### src/rtl/fetch_stage_pkg.sv
// Shared constants and FSM encodings for the instruction-fetch stage.
package fetch_stage_pkg;
  localparam int          PC_WIDTH  = 32;
  localparam logic [31:0] NOP_INSTR = 32'h0;

  typedef enum logic [1:0] {
    FS_IDLE     = 2'd0,
    FS_FETCH    = 2'd1,
    FS_DISCARD  = 2'd2,
    FS_BUFFERED = 2'd3
  } fetch_state_e;
endpackage

### src/rtl/fetch_stage_if_id_reg.sv
// IF/ID pipeline register: flush > stall > load > bubble.
module if_id_reg
  import fetch_stage_pkg::*;
(
  input  logic                clk,
  input  logic                rst_n,
  input  logic                flush_i,
  input  logic                stall_i,
  input  logic                load_i,
  input  logic [31:0]         instr_i,
  input  logic [PC_WIDTH-1:0] pc_plus4_i,
  output logic [31:0]         instr_o,
  output logic [PC_WIDTH-1:0] pc_plus4_o,
  output logic                valid_o
);
  logic [31:0]         instr_q;
  logic [PC_WIDTH-1:0] pc_plus4_q;
  logic                valid_q;

  always_ff @(posedge clk or negedge rst_n) begin
    if (!rst_n) begin
      instr_q    <= NOP_INSTR;
      pc_plus4_q <= '0;
      valid_q    <= 1'b0;
    end else if (flush_i) begin
      instr_q    <= NOP_INSTR;
      pc_plus4_q <= '0;
      valid_q    <= 1'b0;
    end else if (stall_i) begin
      instr_q    <= instr_q;
      pc_plus4_q <= pc_plus4_q;
      valid_q    <= valid_q;
    end else if (load_i) begin
      instr_q    <= instr_i;
      pc_plus4_q <= pc_plus4_i;
      valid_q    <= 1'b1;
    end else begin
      // no instruction this cycle: present a bubble
      instr_q    <= NOP_INSTR;
      pc_plus4_q <= '0;
      valid_q    <= 1'b0;
    end
  end

  assign instr_o    = instr_q;
  assign pc_plus4_o = pc_plus4_q;
  assign valid_o    = valid_q;
endmodule

### src/rtl/fetch_stage.sv
// Instruction fetch: PC, imem request FSM, skid buffer for stalls, IF/ID register.
module fetch_stage
  import fetch_stage_pkg::*;
#(
  parameter logic [31:0] RESET_PC = 32'h0000_0000
) (
  input  logic        clk,
  input  logic        rst_n,
  input  logic        stall_i,
  input  logic        flush_i,
  input  logic        redirect_valid_i,
  input  logic [31:0] redirect_pc_i,
  output logic        imem_req_o,
  output logic [31:0] imem_addr_o,
  input  logic        imem_ready_i,
  input  logic [31:0] imem_rdata_i,
  output logic [31:0] id_instr_o,
  output logic [5:0]  id_opcode_o,
  output logic [5:0]  id_funct_o,
  output logic [31:0] id_pc_plus4_o,
  output logic        id_valid_o
);
  localparam logic [PC_WIDTH-1:0] RST_PC = {RESET_PC[PC_WIDTH-1:2], 2'b00};

  fetch_state_e        state_q;
  logic [PC_WIDTH-1:0] pc_q, pend_q, skid_pc4_q;
  logic [31:0]         skid_instr_q;
  logic                skid_vld_q, req_q;

  logic [PC_WIDTH-1:0] redir_pc, pc_plus4;
  logic                ld_valid;
  logic [31:0]         ld_instr;
  logic [PC_WIDTH-1:0] ld_pc4;

  assign redir_pc = redirect_pc_i & ~32'h3;
  assign pc_plus4 = pc_q + 32'd4;  // wraps modulo 2^32

  // A new instruction reaches IF/ID straight from memory or from the skid buffer.
  always_comb begin
    ld_valid = 1'b0;
    ld_instr = imem_rdata_i;
    ld_pc4   = pc_plus4;
    case (state_q)
      FS_FETCH:
        ld_valid = imem_ready_i && !redirect_valid_i && !stall_i;
      FS_BUFFERED: begin
        ld_valid = skid_vld_q && !redirect_valid_i && !stall_i;
        ld_instr = skid_instr_q;
        ld_pc4   = skid_pc4_q;
      end
      default: ld_valid = 1'b0;
    endcase
  end

  always_ff @(posedge clk or negedge rst_n) begin
    if (!rst_n) begin
      state_q      <= FS_IDLE;
      pc_q         <= RST_PC;
      pend_q       <= '0;
      skid_instr_q <= NOP_INSTR;
      skid_pc4_q   <= '0;
      skid_vld_q   <= 1'b0;
      req_q        <= 1'b0;
    end else begin
      case (state_q)
        FS_IDLE: begin
          state_q <= FS_FETCH;
          req_q   <= 1'b1;
        end
        FS_FETCH: begin
          if (imem_ready_i) begin
            if (redirect_valid_i) begin
              pc_q <= redir_pc;
            end else begin
              pc_q <= pc_plus4;
              if (stall_i) begin
                skid_instr_q <= imem_rdata_i;
                skid_pc4_q   <= pc_plus4;
                skid_vld_q   <= 1'b1;
                state_q      <= FS_BUFFERED;
                req_q        <= 1'b0;
              end
            end
          end else if (redirect_valid_i) begin
            // address must stay stable until the outstanding request completes
            pend_q  <= redir_pc;
            state_q <= FS_DISCARD;
          end
        end
        FS_DISCARD: begin
          if (imem_ready_i) begin
            pc_q    <= redirect_valid_i ? redir_pc : pend_q;
            state_q <= FS_FETCH;
          end else if (redirect_valid_i) begin
            pend_q <= redir_pc;
          end
        end
        FS_BUFFERED: begin
          if (redirect_valid_i) begin
            pc_q       <= redir_pc;
            skid_vld_q <= 1'b0;
            state_q    <= FS_FETCH;
            req_q      <= 1'b1;
          end else if (!stall_i) begin
            skid_vld_q <= 1'b0;
            state_q    <= FS_FETCH;
            req_q      <= 1'b1;
          end
        end
        default: begin
          state_q <= FS_IDLE;
          req_q   <= 1'b0;
        end
      endcase
    end
  end

  assign imem_req_o  = req_q;
  assign imem_addr_o = pc_q;

  if_id_reg u_if_id (
    .clk        (clk),
    .rst_n      (rst_n),
    .flush_i    (flush_i),
    .stall_i    (stall_i),
    .load_i     (ld_valid),
    .instr_i    (ld_instr),
    .pc_plus4_i (ld_pc4),
    .instr_o    (id_instr_o),
    .pc_plus4_o (id_pc_plus4_o),
    .valid_o    (id_valid_o)
  );

  assign id_opcode_o = id_instr_o[31:26];
  assign id_funct_o  = id_instr_o[5:0];
endmodule

### config.mk
export PLATFORM = sky130hd
export DESIGN_NAME = fetch_stage
export DESIGN_NICKNAME = d
export VERILOG_FILES = /design/src/rtl/fetch_stage_pkg.sv /design/src/rtl/fetch_stage_if_id_reg.sv /design/src/rtl/fetch_stage.sv
export SDC_FILE = /design/constraint.sdc
export NUM_CORES = 1
export LEC_CHECK = 0
export CAP_MARGIN = 20
export CORE_MARGIN = 5
export CORE_UTILIZATION = 57
export DETAILED_ROUTE_END_ITERATION = 6
export PLACE_DENSITY = 0.86
export SYNTH_ARGS = -nofsm -noshare
export SYNTH_HDL_FRONTEND = slang
export SYNTH_HIERARCHICAL = 1
export SYNTH_SLANG_ARGS = --single-unit
export TNS_END_PERCENT = 50
### constraint.sdc
create_clock -name clk -period 5.04 [get_ports clk]
set_input_delay 1.008 -clock clk [delete_from_list [all_inputs] [get_ports clk]]
set_output_delay 1.008 -clock clk [all_outputs]
set_load 0.1 [all_outputs]
Yosys cells after proc, flatten, opt, wreduce, memory -nomap -nowiden

Cells that the tools add are included.

Register bits after elaboration: 197
Input port bits: 70
Output and inout bits: 110
Logic and storage cells: 81

Add/subtract/negate cells: 1
Equal/unequal tests: 13
Mux-type cells: 38
Bitwise logic cells: 2
Reductions and logical operators: 17

Operators with widths:

| kind                                                   | number |
|---|---|
| 2-to-1 mux 32 bit                                      | 13 |
| one-hot mux 32 bit (3 select lines)                    | 1 |
| adder 32 x 3 -> 32 bit (second input constant)         | 1 |
| AND reduction 5 bit                                    | 3 |
| 2-to-1 mux 2 bit                                       | 7 |
| 2-to-1 mux 1 bit                                       | 13 |
| inequality test 3 bit (second input constant)          | 4 |
| inequality test 2 bit (second input constant)          | 5 |
| one-hot mux 2 bit (4 select lines)                     | 1 |
| AND reduction 4 bit                                    | 2 |
| nonzero test 3 bit                                     | 2 |
| equality test 2 bit (second input constant)            | 2 |
| logical AND 1 bit                                      | 4 |
| one-hot mux 1 bit (2 select lines)                     | 2 |
| one-hot mux 1 bit (3 select lines)                     | 1 |
| equality test 2 x 1 -> 1 bit (second input constant)   | 1 |
| zero test 1 bit                                        | 2 |
| zero test 2 bit                                        | 1 |
| inequality test 2 x 1 -> 1 bit (second input constant) | 1 |
| inverter 1 bit                                         | 2 |
| AND reduction 2 bit                                    | 1 |
| nonzero test 2 bit                                     | 1 |
| OR reduction 2 bit                                     | 1 |

Longest topological paths before layout

Depth after elaboration: 7
Depth in mapped cells: 11

By module

Netlist, hierarchy kept.

Modules (own cells, without submodules):

| module      | times used | cells each | area each (µm²) |
|---|---|---|---|
| fetch_stage | 1          | 666        | 7146.9 |
| if_id_reg   | 1          | 154        | 2471.1 |

Least setup slack after synthesis

No wires, ideal clock.

Path kind: register to register
Start point: register pc_q[2] (netlist: imem_addr_o[2])
End point: register u_if_id.pc_plus4_q[30] (netlist: u_if_id/pc_plus4_o[30])
Arrival: 3.083 ns
Slack: 1.834 ns
Cell stages (with the launch flop): 9
Path through: dfrtp_1 -> ha_1 -> nand3_2 -> or4_4 -> buf_6 -> nor4_4 -> xor2_1 -> mux2_2 -> a32o_1

Cells in the longest elaborated chain, start to end: 5

Ends and longest elaborated chain:

| element                  | RTL line                    | RTL |
|---|---|---|
| start: declaration       | fetch_stage.sv:26           | `logic [PC_WIDTH-1:0] pc_q, pend_q, skid_pc4_q;` |
| start signal: assignment | fetch_stage.sv:73           | `pc_q <= redir_pc;` |
| start signal: assignment | fetch_stage.sv:75           | `pc_q <= pc_plus4;` |
| start signal: assignment | fetch_stage.sv:92           | `pc_q <= redirect_valid_i ? redir_pc : pend_q;` |
| adder 32 x 3 -> 32 bit   | fetch_stage.sv:36           | `assign pc_plus4 = pc_q + 32'd4;` |
| 2-to-1 mux 32 bit        | fetch_stage.sv:43           | `case (state_q)` |
| named net ld_pc4[30]     | fetch_stage.sv:33           | `logic [PC_WIDTH-1:0] ld_pc4;` |
| 2-to-1 mux 32 bit        | fetch_stage_if_id_reg.sv:33 | `end else if (load_i) begin` |
| 2-to-1 mux 32 bit        | fetch_stage_if_id_reg.sv:29 | `end else if (stall_i) begin` |
| 2-to-1 mux 32 bit        | fetch_stage_if_id_reg.sv:25 | `end else if (flush_i) begin` |
| end signal: assignment   | fetch_stage_if_id_reg.sv:31 | `pc_plus4_q <= pc_plus4_q;` |
| end signal: assignment   | fetch_stage_if_id_reg.sv:35 | `pc_plus4_q <= pc_plus4_i;` |
| end: declaration         | fetch_stage_if_id_reg.sv:17 | `logic [PC_WIDTH-1:0] pc_plus4_q;` |

The timed path passes the listed nets, and every way through them passes these cells. The select of a mux whose other input is x is not followed.
A chain may end at the register's enable or synchronous reset.

Worst setup path after layout

Start point: input port redirect_valid_i
End point: register pc_q[27] (netlist: imem_addr_o[27])

Cells in the longest elaborated chain, start to end: 3
Elaborated cells on any way between the ends: 7

Ends and longest elaborated chain:

| element                              | RTL line                             | RTL |
|---|---|---|
| start: declaration                   | fetch_stage.sv:11                    | `input logic redirect_valid_i,` |
| 2-to-1 mux 32 bit (on tied branches) | -                                    |  |
| 2-to-1 mux 32 bit (on tied branches) | fetch_stage.sv:91, fetch_stage.sv:71 |  |
| one-hot mux 32 bit (3 select lines)  | fetch_stage.sv:65                    | `case (state_q)` |
| end signal: assignment               | fetch_stage.sv:73                    |  |
| end signal: assignment               | fetch_stage.sv:92                    |  |
| end signal: assignment               | fetch_stage.sv:100                   | `pc_q <= redir_pc;` |

Several ways; a longest one is shown, not always the timed one. The select of a mux whose other input is x is not followed.

==> impl_metrics.ini <==
[timing]
tightest_slew_ns = 1.05
post-route-min-period_ns = 3.44
rsz0062_at_grt = false
hold_viol = 0
final.period_utilization = 0.682
fmax_mhz = 291
setup_viol = 0
finalMaxSlewViolations = 0
skew_ns = 0.0161
relSlewSlack = 0.292
fin_hold_ws_ns = 0.486
setup_tns_ns = 0

[critical_path]
critical_path_class = input port to flop
critPathArrivalTime_ns = 3.80
cp.required_ns = 5.40
crit_fanout = 14
start_kind = input port
crit_path_end_kind = flop

[logic_synthesis]
ys_types = 48
synth_seq_cells = 197
synthArstFlopShare = 1.00
synth_edf_count = 0
synth_cells = 820
yosysWarnings = 6
syn_area_sq_mm = 0.00962
synth_ff_type = dfrtp_1
synth-seq-area-share = 0.513
synth_area_per_cell_sq_um = 11.7
synthesis.nets = 894

[routing]
m1WireLength_microns = 10200
route.detailed.drc = 0
first_pass_iters = 6
wl_per_cell_microns = 20.9
via_per_inst = 6.25
ant_nets = 0
wl_microns = 24700
drt_iter0_drc = 654
wl_met3_microns = 1510
met2_length_microns = 12400
vias = 7390
top_signal_layer_used = met4

[clock_tree]
ctsRootBufferMaster = clkbuf_16
cts_setup_buffers = 0
clock_latency_ns = 0.44
clk_path_buf_depth = 2
clk_pin_slew_worst_paths_ns = 0.07
holdBufCountCts = 0
cts-buffers-inserted = 17
tritoncts = yes
cts-resized-gates = 0
cts_sinks = 197
htreeDepth = 4

[pwr]
powerDensity_mw_per_mm2 = 605
peakVddDrop_mv = 0.525
leakagePower_nw = 4.97

[floorplanning]
dieArea_sq_mm = 0.0196
io_pins = 180
dieHeight_microns = 140
initial_core_util = 0.580
die_width_microns = 140
core_area_sq_mm = 0.0166
rows = 47

[placed_design]
hpwl_microns = 16200
numPortBuffers = 177
gp_congestion = 0.859

[run_status]
outcome = finished clean

[finish]
fillers = 1155
drive_above_1_share = 0.209
area_growth_pct = 24.3
utilization = 0.721
antennaDiodeCount = 0
nets = 1024

[hold_path]
min_path_type = flop to flop

[global_routing]
grt_usage = 0.256
grt_pass1_wl_microns = 40700
grt_pass1_vias = 7509
antenna_found_initial = 0
grt_overflow = 0
grt_max_degree = 114

[run]
maxCapViolCount = 0
==> placed cells by master, fill, tap and decap left out, types with 3 or more instances in the layout <==
master,netlist,layout
nor3_1,14,13
a32o_1,64,64
o21ai_0,50,50
xnor2_1,10,10
mux2_2,144,144
a21oi_1,30,30
a22oi_1,16,16
clkdlybuf4s50_1,0,176
buf_4,16,10
inv_1,8,8
o21bai_1,5,5
nor2b_1,6,4
nor3b_1,3,3
o22ai_1,3,3
o211ai_1,4,4
nand2_1,47,47
nand3_1,6,5
nand4_1,9,9
nor2_1,52,52
dfrtp_1,197,197
xor2_1,18,18
nor4_1,4,4
a221oi_1,11,11
mux2i_1,3,3
inv_6,0,6
clkbuf_16,0,17
ha_1,4,3
a222oi_1,6,6
==> logic make-up (layout without fill, tap and decap cells) <==
family	after synthesis	after routing	share of synthesized area
muxes	147	147	0.172
buffers and inverters	89	231	0.0520
xor gates and xnor gates	28	28	0.0255
and+or+nand+nor	152	152	0.0751
DFF	197	197	0.513
adders and majority gates	4	4	0.00520
AOI/OAI and AO/OA	203	203	0.158
==> routing by layer <==
metal / vias up / global-route usage
met5: - / 0
met4: 0 / 0.0862
met3: 42 / 0.0464
met2: 297 / 0.421
met1: 3742 / 0.347
li1: 3309 / -
==> sequential cells by signal, indices dropped and copies added (netlist names) <==
signal and flops:
skid_pc4_q 32, state_q 2, imem_req_o 1, u_if_id/pc_plus4_o 32, u_if_id/valid_o 1, skid_instr_q 32
imem_addr_o 32, skid_vld_q 1, pend_q 32, u_if_id/instr_o 32
==> final timing paths <==
path | startpoint | endpoint | slack, ns | cells past startpoint
worst max-delay path | redirect_valid_i | imem_addr_o[27]$_DFFE_PN0P_ | 1.60 | 5
worst min-delay path | skid_pc4_q[20]$_DFFE_PN0P_ | skid_pc4_q[20]$_DFFE_PN0P_ | 0.49 | 2
worst max register to register | state_q[1]$_DFFE_PN0P_ | imem_addr_o[27]$_DFFE_PN0P_ | 1.89 | 8
worst min register to register | skid_pc4_q[20]$_DFFE_PN0P_ | skid_pc4_q[20]$_DFFE_PN0P_ | 0.49 | 2
max in group asynchronous | rst_n | skid_pc4_q[21]$_DFFE_PN0P_ | 3.36 | 2
min in group asynchronous | rst_n | pend_q[15]$_DFFE_PN0P_ | 0.67 | 1
==> synth_stat cells (11+ instances only) <==
master    count  area share
a21oi_1      30       0.016
a221oi_1     11       0.010
a22oi_1      16       0.012
a32o_1       64       0.067
buf_1        14      0.0055
buf_4        16       0.012
buf_6        13       0.015
clkbuf_1     28       0.011
dfrtp_1     197        0.51
mux2_2      144        0.17
nand2_1      47       0.018
nor2_1       52       0.020
nor3_1       14      0.0073
o21ai_0      50       0.026
xor2_1       18       0.016
==> area by class of cell <==
| cell class | count | area (sq um) | share of cell area |
|---|---|---|---|
| Clock buffer | 17 | 425 | 0.0356 |
| Clock inverter | 14 | 165 | 0.0138 |
| Sequential cell | 197 | 4930 | 0.412 |
| Tap cell | 220 | 275 | 0.0230 |
| Timing Repair Buffer | 189 | 1900 | 0.159 |
| Inverter | 11 | 41.3 | 0.00345 |
| Multi-Input combinational cell | 534 | 4220 | 0.353 |
==> report_power, final <==
group	leakage, nW	internal, mW	switching, mW
Combinational	2.15	1.21	2.15
Sequential	2.53	2.09	0.408
Clock	0.289	0.746	0.631
Total	4.97	4.05	3.19
==> metrics by stage <==
stage	cell area, sq um	worst slack (ns)	cells	total power, mW
2_1_floorplan	9620	1.83	820	4.99
3_3_place_gp	11300	1.26	1150	5.73
3_5_place_dp	11300	1.19	1150	5.84
4_1_cts	11900	1.63	1181	7.24
5_1_grt	12000	1.49	1182	7.61
6_report	12000	1.60	1182	7.24
==> critical path, stage by stage <==
cell,delay [ns]
clkdlybuf4s50_1,0.91
clkinv_1,0.50
nor4_2,1.01
a221oi_1,0.23
o21ai_0,0.13
Note: power is estimated with default switching activity, not from simulation.
